File: src/rtl/wb_seg7_ctrl.sv
// Wishbone B3 classic slave driving an 8-digit multiplexed 7-segment display.
// Define SEG7_BLINK_EN to add frame-based blinking (CTRL[2] writable, STATUS[8] phase).
module wb_seg7_ctrl #(
    parameter int SCAN_DIV     = 5000,
    parameter int BLINK_FRAMES = 64
) (
    input  logic        wb_clk_i,
    input  logic        wb_rstn_i,
    input  logic        wb_cyc_i,
    input  logic        wb_stb_i,
    input  logic        wb_we_i,
    input  logic [31:0] wb_adr_i,
    input  logic [3:0]  wb_sel_i,
    input  logic [31:0] wb_dat_i,
    output logic [31:0] wb_dat_o,
    output logic        wb_ack_o,
    output logic [7:0]  num_csn,
    output logic [7:0]  num_a_g
);

    localparam int PW = (SCAN_DIV > 1) ? $clog2(SCAN_DIV) : 1;
`ifdef SEG7_BLINK_EN
    localparam logic [31:0] CTRL_WMASK = 32'h0000_FF05;
`else
    localparam logic [31:0] CTRL_WMASK = 32'h0000_FF01;
`endif

    logic          r_ack;
    logic [31:0]   r_dat_o;
    logic [31:0]   r_data;
    logic [31:0]   r_ctrl;
    logic [7:0]    r_dp;
    logic [PW-1:0] r_pre;
    logic [2:0]    r_idx;
    logic [7:0]    r_csn;
    logic [7:0]    r_ag;

    logic          w_req;
    logic [1:0]    w_reg;
    logic [31:0]   w_bmask;
    logic [31:0]   w_rdata;
    logic          w_wrap;
    logic          w_phase;
    logic          w_blank;
    logic          w_lit;
    logic [7:0]    w_mask;
    logic [3:0]    w_nib;
    logic [6:0]    w_seg;
    logic          w_unused_adr;

    assign w_req        = wb_cyc_i & wb_stb_i & ~r_ack;
    assign w_reg        = wb_adr_i[3:2];
    assign w_unused_adr = ^{wb_adr_i[31:4], wb_adr_i[1:0]};

    genvar gi;
    generate
        for (gi = 0; gi < 4; gi++) begin : g_lane
            assign w_bmask[gi*8 +: 8] = {8{wb_sel_i[gi]}};
        end
    endgenerate

    always_comb begin
        w_rdata = '0;
        case (w_reg)
            2'd0: w_rdata = r_data;
            2'd1: w_rdata = r_ctrl;
            2'd2: w_rdata[7:0] = r_dp;
            default: begin
                w_rdata[2:0] = r_idx;
                w_rdata[8]   = w_phase;
            end
        endcase
    end

    // Register write and read capture share the edge that raises ack.
    always_ff @(posedge wb_clk_i or negedge wb_rstn_i) begin
        if (!wb_rstn_i) begin
            r_ack   <= 1'b0;
            r_dat_o <= '0;
            r_data  <= '0;
            r_ctrl  <= '0;
            r_dp    <= '0;
        end else begin
            r_ack <= w_req;
            if (w_req) begin
                if (wb_we_i) begin
                    case (w_reg)
                        2'd0: r_data <= (r_data & ~w_bmask) | (wb_dat_i & w_bmask);
                        2'd1: r_ctrl <= (r_ctrl & ~(w_bmask & CTRL_WMASK))
                                      | (wb_dat_i & w_bmask & CTRL_WMASK);
                        2'd2: r_dp   <= (r_dp & ~w_bmask[7:0]) | (wb_dat_i[7:0] & w_bmask[7:0]);
                        default: ;
                    endcase
                end else begin
                    r_dat_o <= w_rdata;
                end
            end
        end
    end

    assign w_wrap = (r_pre == PW'(SCAN_DIV - 1));

    always_ff @(posedge wb_clk_i or negedge wb_rstn_i) begin
        if (!wb_rstn_i) begin
            r_pre <= '0;
            r_idx <= '0;
        end else if (w_wrap) begin
            r_pre <= '0;
            r_idx <= r_idx + 3'd1;
        end else begin
            r_pre <= r_pre + 1'b1;
        end
    end

`ifdef SEG7_BLINK_EN
    localparam int FW = (BLINK_FRAMES > 1) ? $clog2(BLINK_FRAMES) : 1;
    logic [FW-1:0] r_frame;
    logic          r_phase;

    // A frame ends when the index leaves digit 7.
    always_ff @(posedge wb_clk_i or negedge wb_rstn_i) begin
        if (!wb_rstn_i) begin
            r_frame <= '0;
            r_phase <= 1'b0;
        end else if (w_wrap && r_idx == 3'd7) begin
            if (r_frame == FW'(BLINK_FRAMES - 1)) begin
                r_frame <= '0;
                r_phase <= ~r_phase;
            end else begin
                r_frame <= r_frame + 1'b1;
            end
        end
    end

    assign w_phase = r_phase;
    assign w_blank = r_ctrl[2] & r_phase;
`else
    logic [31:0] w_unused_blink;
    assign w_unused_blink = 32'(BLINK_FRAMES);
    assign w_phase = 1'b0;
    assign w_blank = 1'b0;
`endif

    assign w_mask = r_ctrl[15:8];
    assign w_nib  = r_data[{r_idx, 2'b00} +: 4];
    assign w_lit  = r_ctrl[0] & w_mask[r_idx] & ~w_blank;

    always_comb begin
        w_seg = 7'h00;
        case (w_nib)
            4'h0: w_seg = 7'h3F;
            4'h1: w_seg = 7'h06;
            4'h2: w_seg = 7'h5B;
            4'h3: w_seg = 7'h4F;
            4'h4: w_seg = 7'h66;
            4'h5: w_seg = 7'h6D;
            4'h6: w_seg = 7'h7D;
            4'h7: w_seg = 7'h07;
            4'h8: w_seg = 7'h7F;
            4'h9: w_seg = 7'h6F;
            4'hA: w_seg = 7'h77;
            4'hB: w_seg = 7'h7C;
            4'hC: w_seg = 7'h39;
            4'hD: w_seg = 7'h5E;
            4'hE: w_seg = 7'h79;
            default: w_seg = 7'h71;
        endcase
    end

    always_ff @(posedge wb_clk_i or negedge wb_rstn_i) begin
        if (!wb_rstn_i) begin
            r_csn <= 8'hFF;
            r_ag  <= 8'h00;
        end else if (w_lit) begin
            r_csn <= ~(8'h01 << r_idx);
            r_ag  <= {r_dp[r_idx], w_seg};
        end else begin
            r_csn <= 8'hFF;
            r_ag  <= 8'h00;
        end
    end

    assign wb_ack_o = r_ack;
    assign wb_dat_o = r_dat_o;
    assign num_csn  = r_csn;
    assign num_a_g  = r_ag;

endmodule
File: config.mk
export PLATFORM = sky130hd
export DESIGN_NAME = wb_seg7_ctrl
export DESIGN_NICKNAME = d
export VERILOG_FILES = /design/src/rtl/wb_seg7_ctrl.sv
export SDC_FILE = /design/constraint.sdc
export NUM_CORES = 1
export LEC_CHECK = 0
export CAP_MARGIN = 20
export CORE_MARGIN = 5
export CORE_UTILIZATION = 45
export DETAILED_ROUTE_END_ITERATION = 10
export PLACE_DENSITY_LB_ADDON = 0.08
export SLEW_MARGIN = 10
export SYNTH_ARGS = -nofsm -noshare
export SYNTH_HDL_FRONTEND = slang
export SYNTH_SLANG_ARGS = --single-unit
File: constraint.sdc
create_clock -name wb_clk_i -period 2.05 [get_ports wb_clk_i]
set_input_delay 0.615 -clock wb_clk_i [delete_from_list [all_inputs] [get_ports wb_clk_i]]
set_output_delay 0.615 -clock wb_clk_i [all_outputs]
set_load 0.05 [all_outputs]
==> metrics <==
outcome finished with violations; failing checks negative setup slack; drt drc 0; delay-heaviest family, CP multiplexers; worst skew pair latency 420 ps; Register-to-Register Path Depth 6; Max Cap Violations 0; TNS Setup -291 ps; largest fanout on the critical path 8; post-detail-place hpwl 8.83 mm; clk sinks 114; Routed Antenna Nets 0; worst path cell trace mux4_2 > mux2i_4 > buf_4 > ha_4 > o211ai_1 > a21oi_1; VDD IR max 0.851 mV; n_diodes 0; CP required 2340 ps; Startpoint Class register; share of post-route cells with drive strength above 1 0.332; Clk pin slew, worst setup/hold paths 50 ps; dpl ws -285 ps; Tmin final 2120 ps; Worst R2R Start r_idx[0]; Placed Cells 677; Clock power frac 0.464; initial antenna violation count 0; final instance area 0.00738 mm2; CTS Buffer Depth 2; CP max stage cell mux4_2; Mapped Cells 425; Worst Hold Class input pin to asynchronous set/reset pin; syn_nets 511; CTS tree yes; Worst path depth 6; vias post-DR 3753; Total Routed Length 12.4 mm; Final Util 0.646; I/O Pins 122; vias per cell 5.25; Synth Cell Area 0.00525 mm2; Rows 39; initial core utilization 0.459; vias in the first global route 3914; Worst Setup End Kind register; FF+latch count, synth 114; first-pass GRT wire length 20.7 mm; Mean Syn Cell Area 12.3 um2; chip height 118 um; Psw 1.94 mW; gr usage total 0.187; First DRT Iteration DRCs 223; H-Tree Level Count 4; P_int 5.59 mW; # setup viols final 5; pin count of the biggest net entering global routing 115; Ys Warns 0; Synth cell types 49; total gr overflow 0; Placer Congestion 0.837; Max Freq 472 MHz; register area share after synthesis 0.546; WL per Instance 17.3 um; Comb pwr share 0.176; setup slack, reg-to-reg -70 ps; chip width 118 um; Worst Setup EP num_a_g[3]; power per cell area 1020 mW/mm2; IO buf count 91; Period Utilization, post-route 1.03; Worst Path Arrival 2410 ps; EDFF count, synth 0; Switching Share 0.258; Critical Path Source r_idx[0]; post-route setup slack -68.5 ps; Area Overhead vs Synth 40.7%; RSZ-0062 raised after global routing yes; Crit Path Class register to register; actual slew at the worst max-slew pin 598 ps; full die area 0.0139 mm2; Top FF cell, synth dfrtp_1; Post-synth ARST share 1.00; nets 645; Hold WS 271 ps; TritonRoute pass-1 iters 4; leakage 3.43 nW; max-slew violations 0; Placeable Area 0.0114 mm2; sequential power share 0.360; cts bufs inserted 17; Setup Skew 8.99 ps; relative slew slack 0.601; final hold violations 0; Area after DPL 0.00655 mm2; Crit Reg-Reg Endpoint num_a_g[3]; Buf/Inv on CP 1; Critical Path Max Stage Delay 600 ps; Root Driver clkbuf_16; total power 7.54 mW; Final Non-Filler Cells 715
## worst min-delay path by stage
stage                                             to  cells after the start
after floorplan           asynchronous set/reset pin                      0
after global placement                      wb_ack_o                      1
after detailed placement                    wb_ack_o                      1
after CTS                               wb_dat_o[21]                      2
after global routing                    wb_dat_o[23]                      2
final                                   wb_dat_o[22]                      2
## per-layer routing
metal	vias up	track usage	wire length, um
li1	1789	-	-
met1	1862	0.240	5490
met2	83	0.297	6080
met3	19	0.0533	525
met4	0	0.0746	260
met5	-	0	0
## power groups by stage
stage,Sequential [mW],Clock (mW),Combinational (mW)
floorplan,2.97,0,0.516
global placement,2.73,0,1.26
detailed placement,2.74,0,1.28
CTS,2.71,3.54,1.32
global route,2.75,3.65,1.44
finish,2.71,3.50,1.33
## cell families (layout without fill, tap and decap cells)
family | after synthesis | count (layout) | share of synthesized area
flops | 114 | 114 | 0.546
simple gates | 120 | 120 | 0.103
compound gates | 56 | 56 | 0.0673
xor+xnor | 12 | 12 | 0.0200
buf+inv | 24 | 171 | 0.0229
fa+ha+maj | 13 | 13 | 0.0310
mux | 86 | 86 | 0.210
## cell usage after synthesis, types with 7 or more instances
library cell | instances | area, um2
nand3_1 | 10 | 50.1
nand2_1 | 72 | 270
mux2_1 | 34 | 383
clkbuf_1 | 11 | 41.3
dfrtp_1 | 106 | 2650
xnor2_1 | 7 | 61.3
ha_1 | 13 | 163
o31ai_1 | 13 | 97.6
o21ai_0 | 21 | 105
a21oi_1 | 7 | 35.0
and3_1 | 7 | 43.8
mux2i_1 | 17 | 170
dfstp_2 | 8 | 210
nor2_1 | 13 | 48.8
mux4_2 | 10 | 225
mux2_2 | 21 | 236
## cell type report
| type | instances | area (um2) |
|---|---|---|
| clock buffers | 22 | 474 |
| multi-input cells | 287 | 2370 |
| clock inverters | 10 | 229 |
| flip-flops and latches | 114 | 2860 |
| inverters | 5 | 21.3 |
| well taps | 143 | 179 |
| repair buffers | 134 | 1240 |
| fillers | 914 | 4040 |
## cell usage in the layout, fill, tap and decap left out, types with 4 or more instances in the layout
cell type        synthesis  routed
and3_1                   7       7
nand2_1                 72      68
nor2_1                  13      13
mux2_2                  21      20
o21ai_0                 21      20
mux2_4                   1       4
a21oi_1                  7       5
bufinv_16                0       7
dfrtp_1                106     105
dfstp_2                  8       8
clkbuf_16                0      17
nand3_1                 10       9
buf_4                    0      80
ha_1                    13      10
xor2_1                   5       5
mux2_1                  34      32
buf_12                   1      10
o31ai_1                 13      13
xnor2_1                  7       7
clkdlybuf4s50_1          0      41
mux2i_1                 17      17
mux4_2                  10      10
## what timing repair did
item	in CTS	in global routing
hold buffers	0	0
pin swaps	3	1
setup buffers	5	1
endpoints found under the setup margin	10	9
resized for setup	11	10
Note: power is estimated with default switching activity, not from simulation.
